$ cat src/rtl/uart_bus_pkg.sv
// uart_bus_pkg: shared FSM encoding, phase-counter type and register map
package uart_bus_pkg;
  localparam int CNT_W  = 4;
  localparam int ADDR_W = 4;
  typedef logic [CNT_W-1:0]  cnt_t;
  typedef logic [ADDR_W-1:0] addr_t;
  typedef enum logic [2:0] {IDLE, SETUP, STROBE, HOLD, RESP} state_e;
  localparam addr_t REG_CTRL   = addr_t'(0);
  localparam addr_t REG_STATUS = addr_t'(1);
  localparam addr_t REG_DATA   = addr_t'(3);
  localparam addr_t REG_IRQ    = addr_t'(4);
  // Counter reload for a phase lasting p cycles; 0 behaves as 1, oversize saturates
  function automatic cnt_t phase_load(int p);
    return cnt_t'((p < 1) ? 0 : ((p > 16) ? 15 : p - 1));
  endfunction
endpackage

$ cat src/rtl/uart_bus_master.sv
// uart_bus_master: turns single-beat requests into timed chip-select/strobe bus cycles
module uart_bus_master
  import uart_bus_pkg::*;
#(
  parameter int SETUP_CYC  = 1,
  parameter int STROBE_CYC = 2,
  parameter int HOLD_CYC   = 1
) (
  input  logic        clk,
  input  logic        rst,
  input  logic        req_valid_i,
  output logic        req_ready_o,
  input  logic        req_write_i,
  input  logic [3:0]  req_addr_i,
  input  logic [7:0]  req_wdata_i,
  output logic        rsp_valid_o,
  output logic        rsp_write_o,
  output logic [7:0]  rsp_rdata_o,
  output logic [3:0]  AddrBus_o,
  output logic        n_ChipSelect_o,
  output logic        n_rd_o,
  output logic        n_we_o,
  output logic [7:0]  DataBus_o,
  input  logic [7:0]  DataBus_i,
  input  logic        p_IrqSig_i,
  output logic        p_IrqRise_o
);
  localparam cnt_t SETUP_LD  = phase_load(SETUP_CYC);
  localparam cnt_t STROBE_LD = phase_load(STROBE_CYC);
  localparam cnt_t HOLD_LD   = phase_load(HOLD_CYC);
  state_e      state_q;
  cnt_t        cnt_q, cnt_d;
  logic        pend_q, write_q, last_d;
  addr_t       addr_q, abus_q;
  logic [7:0]  wdata_q, dbus_q, rdata_q;
  logic        n_cs_q, n_rd_q, n_we_q, rsp_valid_q, rsp_write_q;
  logic        irq_q, rise_q, rise_d;
  assign cnt_d  = cnt_q - cnt_t'(1);
  assign last_d = (cnt_q == '0);
  assign rise_d = p_IrqSig_i & ~irq_q;
  // Ready is dropped while the accepted request waits one cycle to launch, and at once by reset
  assign req_ready_o    = rst & (state_q == IDLE) & ~pend_q;
  assign rsp_valid_o    = rsp_valid_q;
  assign rsp_write_o    = rsp_write_q;
  assign rsp_rdata_o    = rdata_q;
  assign AddrBus_o      = abus_q;
  assign n_ChipSelect_o = n_cs_q;
  assign n_rd_o         = n_rd_q;
  assign n_we_o         = n_we_q;
  assign DataBus_o      = dbus_q;
  assign p_IrqRise_o    = rise_q;
  // Bus-cycle FSM; every phase reloads the shared down-counter and leaves when it hits zero
  always_ff @(posedge clk or negedge rst) begin
    if (!rst) begin
      state_q     <= IDLE;
      cnt_q       <= '0;
      pend_q      <= 1'b0;
      write_q     <= 1'b0;
      addr_q      <= '0;
      wdata_q     <= '0;
      n_cs_q      <= 1'b1;
      n_rd_q      <= 1'b1;
      n_we_q      <= 1'b1;
      abus_q      <= '0;
      dbus_q      <= '0;
      rsp_valid_q <= 1'b0;
      rsp_write_q <= 1'b0;
      rdata_q     <= '0;
    end else begin
      rsp_valid_q <= 1'b0;
      case (state_q)
        IDLE: begin
          if (pend_q) begin
            state_q <= SETUP;
            cnt_q   <= SETUP_LD;
            pend_q  <= 1'b0;
            n_cs_q  <= 1'b0;
            abus_q  <= addr_q;
            dbus_q  <= write_q ? wdata_q : 8'h00;
          end else if (req_valid_i) begin
            pend_q  <= 1'b1;
            write_q <= req_write_i;
            addr_q  <= req_addr_i;
            wdata_q <= req_wdata_i;
          end
        end
        SETUP: begin
          if (last_d) begin
            state_q <= STROBE;
            cnt_q   <= STROBE_LD;
            n_rd_q  <= write_q;
            n_we_q  <= ~write_q;
          end else cnt_q <= cnt_d;
        end
        STROBE: begin
          if (last_d) begin
            state_q <= HOLD;
            cnt_q   <= HOLD_LD;
            n_rd_q  <= 1'b1;
            n_we_q  <= 1'b1;
            if (!write_q) rdata_q <= DataBus_i;
          end else cnt_q <= cnt_d;
        end
        HOLD: begin
          if (last_d) begin
            state_q     <= RESP;
            cnt_q       <= '0;
            n_cs_q      <= 1'b1;
            abus_q      <= '0;
            dbus_q      <= 8'h00;
            rsp_valid_q <= 1'b1;
            rsp_write_q <= write_q;
          end else cnt_q <= cnt_d;
        end
        RESP: begin
          state_q <= IDLE;
          cnt_q   <= '0;
        end
        default: state_q <= IDLE;
      endcase
    end
  end
  // Interrupt rising-edge detector, independent of the bus FSM
  always_ff @(posedge clk or negedge rst) begin
    if (!rst) begin
      irq_q  <= 1'b0;
      rise_q <= 1'b0;
    end else begin
      irq_q  <= p_IrqSig_i;
      rise_q <= rise_d;
    end
  end
endmodule

$ cat config.mk
export PLATFORM = sky130hd
export DESIGN_NAME = uart_bus_master
export DESIGN_NICKNAME = d
export VERILOG_FILES = /design/src/rtl/uart_bus_pkg.sv /design/src/rtl/uart_bus_master.sv
export SDC_FILE = /design/constraint.sdc
export NUM_CORES = 1
export LEC_CHECK = 0
export CELL_PAD_IN_SITES_DETAIL_PLACEMENT = 0
export CELL_PAD_IN_SITES_GLOBAL_PLACEMENT = 1
export CORE_ASPECT_RATIO = 0.7
export CORE_MARGIN = 5
export CORE_UTILIZATION = 30
export CTS_CLUSTER_SIZE = 12
export DETAILED_ROUTE_END_ITERATION = 6
export PLACE_DENSITY_LB_ADDON = 0.08
export SYNTH_ARGS = -nofsm -noshare
export SYNTH_HDL_FRONTEND = slang
export SYNTH_SLANG_ARGS = --single-unit
$ cat constraint.sdc
create_clock -name clk -period 3.01 [get_ports clk]
set_input_delay 0.4515 -clock clk [delete_from_list [all_inputs] [get_ports clk]]
set_output_delay 0.4515 -clock clk [all_outputs]
set_load 0.05 [all_outputs]
==> results of run 1 <==
[Yosys cell counts]
cell type | n | area share, %
and3_1 | 8 | 2.5
a211oi_1 | 2 | 0.74
nand2b_1 | 1 | 0.31
o211ai_1 | 2 | 0.74
a22oi_1 | 4 | 1.5
or3_1 | 2 | 0.62
nor2_1 | 5 | 0.93
nor4b_2 | 1 | 0.74
o2bb2ai_1 | 6 | 2.6
nor4_2 | 1 | 0.62
clkbuf_1 | 5 | 0.93
a21oi_1 | 1 | 0.25
buf_1 | 1 | 0.19
inv_1 | 3 | 0.56
nor2b_1 | 2 | 0.62
o21bai_4 | 1 | 0.93
nor3_1 | 3 | 0.74
a21o_1 | 1 | 0.37
o21ai_0 | 5 | 1.2
mux2_2 | 30 | 17
nor4_1 | 1 | 0.31
o21bai_1 | 1 | 0.37
o22a_1 | 2 | 0.86
nand3_1 | 1 | 0.25
o21a_1 | 1 | 0.37
and2_1 | 1 | 0.31
or4_1 | 2 | 0.74
dfrtp_1 | 45 | 56
dfstp_2 | 3 | 3.9
o32a_1 | 2 | 0.99
nor3b_1 | 1 | 0.37
o22ai_1 | 1 | 0.31
nand3b_1 | 1 | 0.37
nand2_1 | 7 | 1.3
buf_2 | 1 | 0.25
[per-layer routing]
layer / global-route usage, % / part of all wire [%] / up-vias / wire length, um
met2: 18.4 / 48 / 33 / 2220
met3: 3.49 / 5.1 / 5 / 237
met1: 15.2 / 46 / 731 / 2140
met4: 4.41 / 1.4 / 0 / 64
met5: 0 / 0 / - / 0
li1: - / - / 671 / -
[per-stage QoR]
stage / instance area, um^2 / setup slack, ps
2_1_floorplan: 2030 / 1210
3_3_place_gp: 2630 / 643
3_5_place_dp: 2630 / 608
4_1_cts: 2760 / 265
5_1_grt: 2760 / 192
6_report: 2760 / 320
[how the worst max path moves through the flow]
stage	slack, ps	cells past startpoint	to	from
CTS	270	3	req_ready_o	state_q[1]
finish	320	3	req_ready_o	state_q[1]
detailed placement	610	3	req_ready_o	state_q[1]
floorplan	1210	4	DataBus_o[0]	cnt_q[0]
global route	190	3	req_ready_o	state_q[1]
global placement	640	3	req_ready_o	state_q[1]
[area by class of cell]
type,count,area [um^2],area share (%)
Clock buffer,7,96.3,3.50
Tap cell,94,118,4.27
Multi-Input combinational cell,96,782,28.4
Clock inverter,1,30.0,1.09
Sequential cell,48,1200,43.7
Timing Repair Buffer,52,513,18.6
Inverter,3,11.3,0.409
[sequential cells by signal (all words and copies together) (netlist names), 3 cells and up]
name         count
DataBus_o        8
rsp_rdata_o      8
wdata_q          8
AddrBus_o        4
addr_q           4
cnt_q            4
state_q          3
[logic make-up after synthesis]
family                 after synthesis  share of synthesized area (%)
AO/OA/AOI/OAI                       29                           11.2
multiplexers                        30                           16.7
AND/OR/NAND/NOR                     37                           10.7
flip-flops                          48                           59.5
buffers and inverters               10                           1.91
[power groups by stage]
stage	Sequential [mW]	Clock, mW	Combinational (mW)
after global routing	1.18	0.552	1.71
after global placement	1.15	0	1.59
after floorplan	1.55	0	0.726
after detailed placement	1.16	0	1.62
after CTS	1.15	0.523	1.62
final	1.15	0.507	1.60
==> key figures, run 1 <==
Yosys
  – Synthesized area: between 2000 and 2500 um^2
  – Synth Area per Inst: approximately 13 um^2
  – Syn nets: between 150 and 200
  – Mapped Cells: 154
  – Synth cell types: 35
  – Yosys warns: 0
  – Register area share after synthesis: about 59%
  – Yosys reg bits: 48

Pwr
  – Cell Int Power: 1.89 mW
  – Sw Share: between 40% and 50%
  – VDD IR max: around 0.44 mV
  – Psw: 1.36 mW
  – Tot Pwr: between 3 and 4 mW
  – Sequential group share of total power: between 30% and 40%
  – Combinational share of power: 49.2%
  – Clock power share: 15.6%
  – Lkg Pwr: 1.16 nW
  – Power Density: around 1200 nW/um^2

Floorplanning
  – Initial Utilization: between 30 and 40%
  – Core area: ~6700 um^2
  – # IOs: 52
  – Die H: a little under 80 um
  – Die area: about 8500 um^2
  – DIE WIDTH: roughly 110 um
  – Standard-cell row count: 25

Critical path
  – Worst path bufs/invs: 1
  – R2R depth: 3
  – RR Endpoint: DataBus_o[7]
  – Family with the most delay on the worst path: buffers and inverters
  – Max stage delay on crit path: 800 ps
  – Cells along the critical path: nor4_1 -> and2_1 -> clkdlybuf4s50_1
  – Slowest stage cell on the critical path: clkdlybuf4s50_1
  – Max FO, Critical Path: 16
  – Worst Setup Path Type: reg -> out
  – Data required, critical path: around 2600 ps
  – FF-to-FF Start: state_q[1]
  – Worst setup SP type: flop
  – FF-to-FF setup slack: ~900 ps
  – Arrival time at the worst endpoint: between 2000 and 2500 ps
  – Setup crit end kind: output port

Placement
  – DP Cell Count: a little under 300
  – Port bufs: 51
  – Hpwl dp: between 3 and 4 mm
  – Gpl congestion: between 0.7 and 0.8

Timing
  – Final Hold Fails: 0
  – WHS: around 280 ps
  – RSZ-0062 raised after global routing: false
  – Worst-margin pin slew: ~600 ps
  – Slew HR: roughly 59%
  – Achievable Freq: 0.372 GHz
  – Clock Skews: between 5 and 6 ps
  – Setup TNS: 0 ps
  – Part of the cycle the worst path needs: ~89%
  – Final setup fails: 0
  – Slew Viols, Final: 0
  – Period minus WS final: 2690 ps

Route
  – 1st-pass router iterations: 4
  – Drt wl/cell: around 15 um
  – DRC Markers: 0
  – Routed Antenna Nets: 0
  – Vias per inst: 4.78
  – Final wirelength: approximately 4.7 mm
  – Via Count: 1440
  – 1st-iter DRT viols: 51

Layout
  – N_diodes: 0
  – Commonest non-fill, non-tap cell in the layout: clkdlybuf4s50_1
  – Non-Filler Instances: roughly 300
  – # nets final: roughly 230
  – Area grow syn2layout: 36.0%
  – Layout fillers: about 630
  – Share of post-route cells with drive strength above 1: between 20 and 25%
  – Final Core Density: about two fifths
  – Leading cell types in the layout, fill and taps excluded: clkdlybuf4s50_1, dfrtp_1, mux2_2

Global routing
  – Vias in the first global route: roughly 1600
  – Global Route Usage Sum: 11.7%
  – Global-route wire length before repair: roughly 7.7 mm
  – Initial antenna violation count: 0
  – Total grt overflow: 0
  – Largest net degree at the start of global routing: 49

Clock network
  – Clock root buffer: clkbuf_8
  – H-tree depth: 2
  – Resize count post-CTS: 0
  – Hold Buf Count CTS: 0
  – TritonCTS clock tree: yes
  – Clock Pin Slew Worst Setup and Hold Paths: 90 ps
  – Num CTS Buffers: 5
  – CTS max path bufs: 2
  – Worst-Skew Late Latency: about 300 ps
  – CTS Sinks: between 40 and 50
  – Post-CTS Setup Inserts: 0

Run status
  – Status: finished, final reports clean

Job
  – Max-cap violations: 0

Worst hold path
  – HP Class: in -> async
No activity file was read; power rests on OpenSTA's default activity.
==> inputs of run 2 (changes only) <==
CTS_CLUSTER_DIAMETER = 100   (was default)
clock period = 3.2 ns   (was 3.01 ns; I/O delays follow)
==> key figures, run 2 (synthesis results as in run 1) <==
Timing
  – Period minus WS final: 2780 ps
  – Part of the cycle the worst path needs: 86.7%
  – Setup TNS: 0 ps
  – Final setup fails: 0
  – Slew Viols, Final: 0
  – WHS: between 300 and 400 ps
  – RSZ-0062 raised after global routing: false
  – Worst-margin pin slew: ~620 ps
  – Final Hold Fails: 0
  – Clock Skews: a little over 7 ps
  – Achievable Freq: 0.360 GHz
  – Slew HR: 58.8%

Pwr
  – Power Density: about 1100 nW/um^2
  – VDD IR max: roughly 0.37 mV
  – Lkg Pwr: 1.14 nW

Floorplanning
  – # IOs: 52
  – Core area: roughly 6700 um^2
  – DIE WIDTH: approximately 110 um
  – Die H: slightly below 80 um
  – Standard-cell row count: 25
  – Die area: about 8500 um^2
  – Initial Utilization: approximately 30%

Clock network
  – Resize count post-CTS: 0
  – CTS max path bufs: 2
  – Clock Pin Slew Worst Setup and Hold Paths: ~90 ps
  – Num CTS Buffers: 5
  – CTS Sinks: 48
  – H-tree depth: 2
  – Clock root buffer: clkbuf_8
  – Post-CTS Setup Inserts: 0
  – Hold Buf Count CTS: 0
  – Worst-Skew Late Latency: 300 ps
  – TritonCTS clock tree: yes

Job
  – Max-cap violations: 0

Placement
  – Gpl congestion: 0.706
  – Hpwl dp: 3.27 mm
  – Port bufs: 51

Route
  – Drt wl/cell: between 15 and 20 um
  – Final wirelength: 4.61 mm
  – 1st-iter DRT viols: 29
  – Routed Antenna Nets: 0
  – 1st-pass router iterations: 5
  – Via Count: about 1400
  – DRC Markers: 0
  – Vias per inst: between 4 and 5

Critical path
  – Max FO, Critical Path: 16
  – Data required, critical path: roughly 2700 ps
  – Worst Setup Path Type: reg -> out
  – Worst setup SP type: flop
  – Worst Setup SP: state_q[1]
  – Arrival time at the worst endpoint: 2300 ps
  – Setup crit end kind: output port
  – FF-to-FF Start: state_q[1]

Global routing
  – Total grt overflow: 0
  – Vias in the first global route: 1435
  – Largest net degree at the start of global routing: between 40 and 50
  – Global Route Usage Sum: between 10% and 20%
  – Global-route wire length before repair: 7.32 mm
  – Initial antenna violation count: 0

Worst hold path
  – HP Class: in -> async

Layout
  – Commonest non-fill, non-tap cell in the layout: clkdlybuf4s50_1
  – Layout fillers: between 600 and 700
  – Leading cell types in the layout, fill and taps excluded: clkdlybuf4s50_1, dfrtp_1, mux2_2
  – Share of post-route cells with drive strength above 1: between 20% and 30%
  – Final Core Density: 40.9%
  – # nets final: 231
  – N_diodes: 0
  – Area grow syn2layout: 34.6%

Run status
  – Status: finished, final reports clean
[run 2: routing by layer]
layer / global-route usage [%] / vias to the layer above / part of all wire [%]
met5: 0 / - / 0
met4: 4.16 / 0 / 0.93
met3: 3.41 / 5 / 5.2
met2: 17.2 / 39 / 48
met1: 14.7 / 700 / 46
li1: - / 669 / -
[run 2: cell type report]
cell class / instances / area (um^2) / share of cell area, %
flip-flops and latches: 48 / 1200 / 44.2
well taps: 94 / 118 / 4.31
clock buffers: 6 / 82.6 / 3.03
repair buffers: 52 / 513 / 18.8
inverters: 3 / 11.3 / 0.413
clock inverters: 2 / 15.0 / 0.551
multi-input cells: 96 / 782 / 28.7
[run 2: power breakdown]
| part | internal [mW] | leakage, nW | switching, mW |
|---|---|---|---|
| clock | 0.175 | 0.0434 | 0.207 |
| combinational | 0.634 | 0.508 | 0.869 |
| sequential | 0.866 | 0.593 | 0.208 |
| total | 1.68 | 1.14 | 1.28 |
[run 2: path summary, 6_finish.rpt]
path / depth (start not counted) / to / slack, ps
max in group asynchronous: 2 / AddrBus_o[2] / 2480
worst max-delay path: 3 / req_ready_o / 420
worst max register to register: 3 / DataBus_o[0] / 1110
worst min register to register: 1 / p_IrqRise_o / 420
min in group clk: 1 / p_IrqRise_o / 420
worst min-delay path: 2 / AddrBus_o[1] / 320
[run 2: through the flow]
| stage | cells | area, um^2 | worst slack, ps | total power, mW |
|---|---|---|---|---|
| 2_1_floorplan | 154 | 2030 | 1400 | 2.14 |
| 5_1_grt | 301 | 2730 | 307 | 3.14 |
| 3_3_place_gp | 293 | 2630 | 809 | 2.58 |
| 3_5_place_dp | 293 | 2630 | 732 | 2.61 |
| 6_report | 301 | 2730 | 424 | 2.96 |
| 4_1_cts | 301 | 2730 | 390 | 3.00 |
[run 2: critical path: stages, from the launching register on]
cell and delay, ps:
dfrtp_1 540, nor4_1 450, and2_1 200, clkdlybuf4s50_1 810
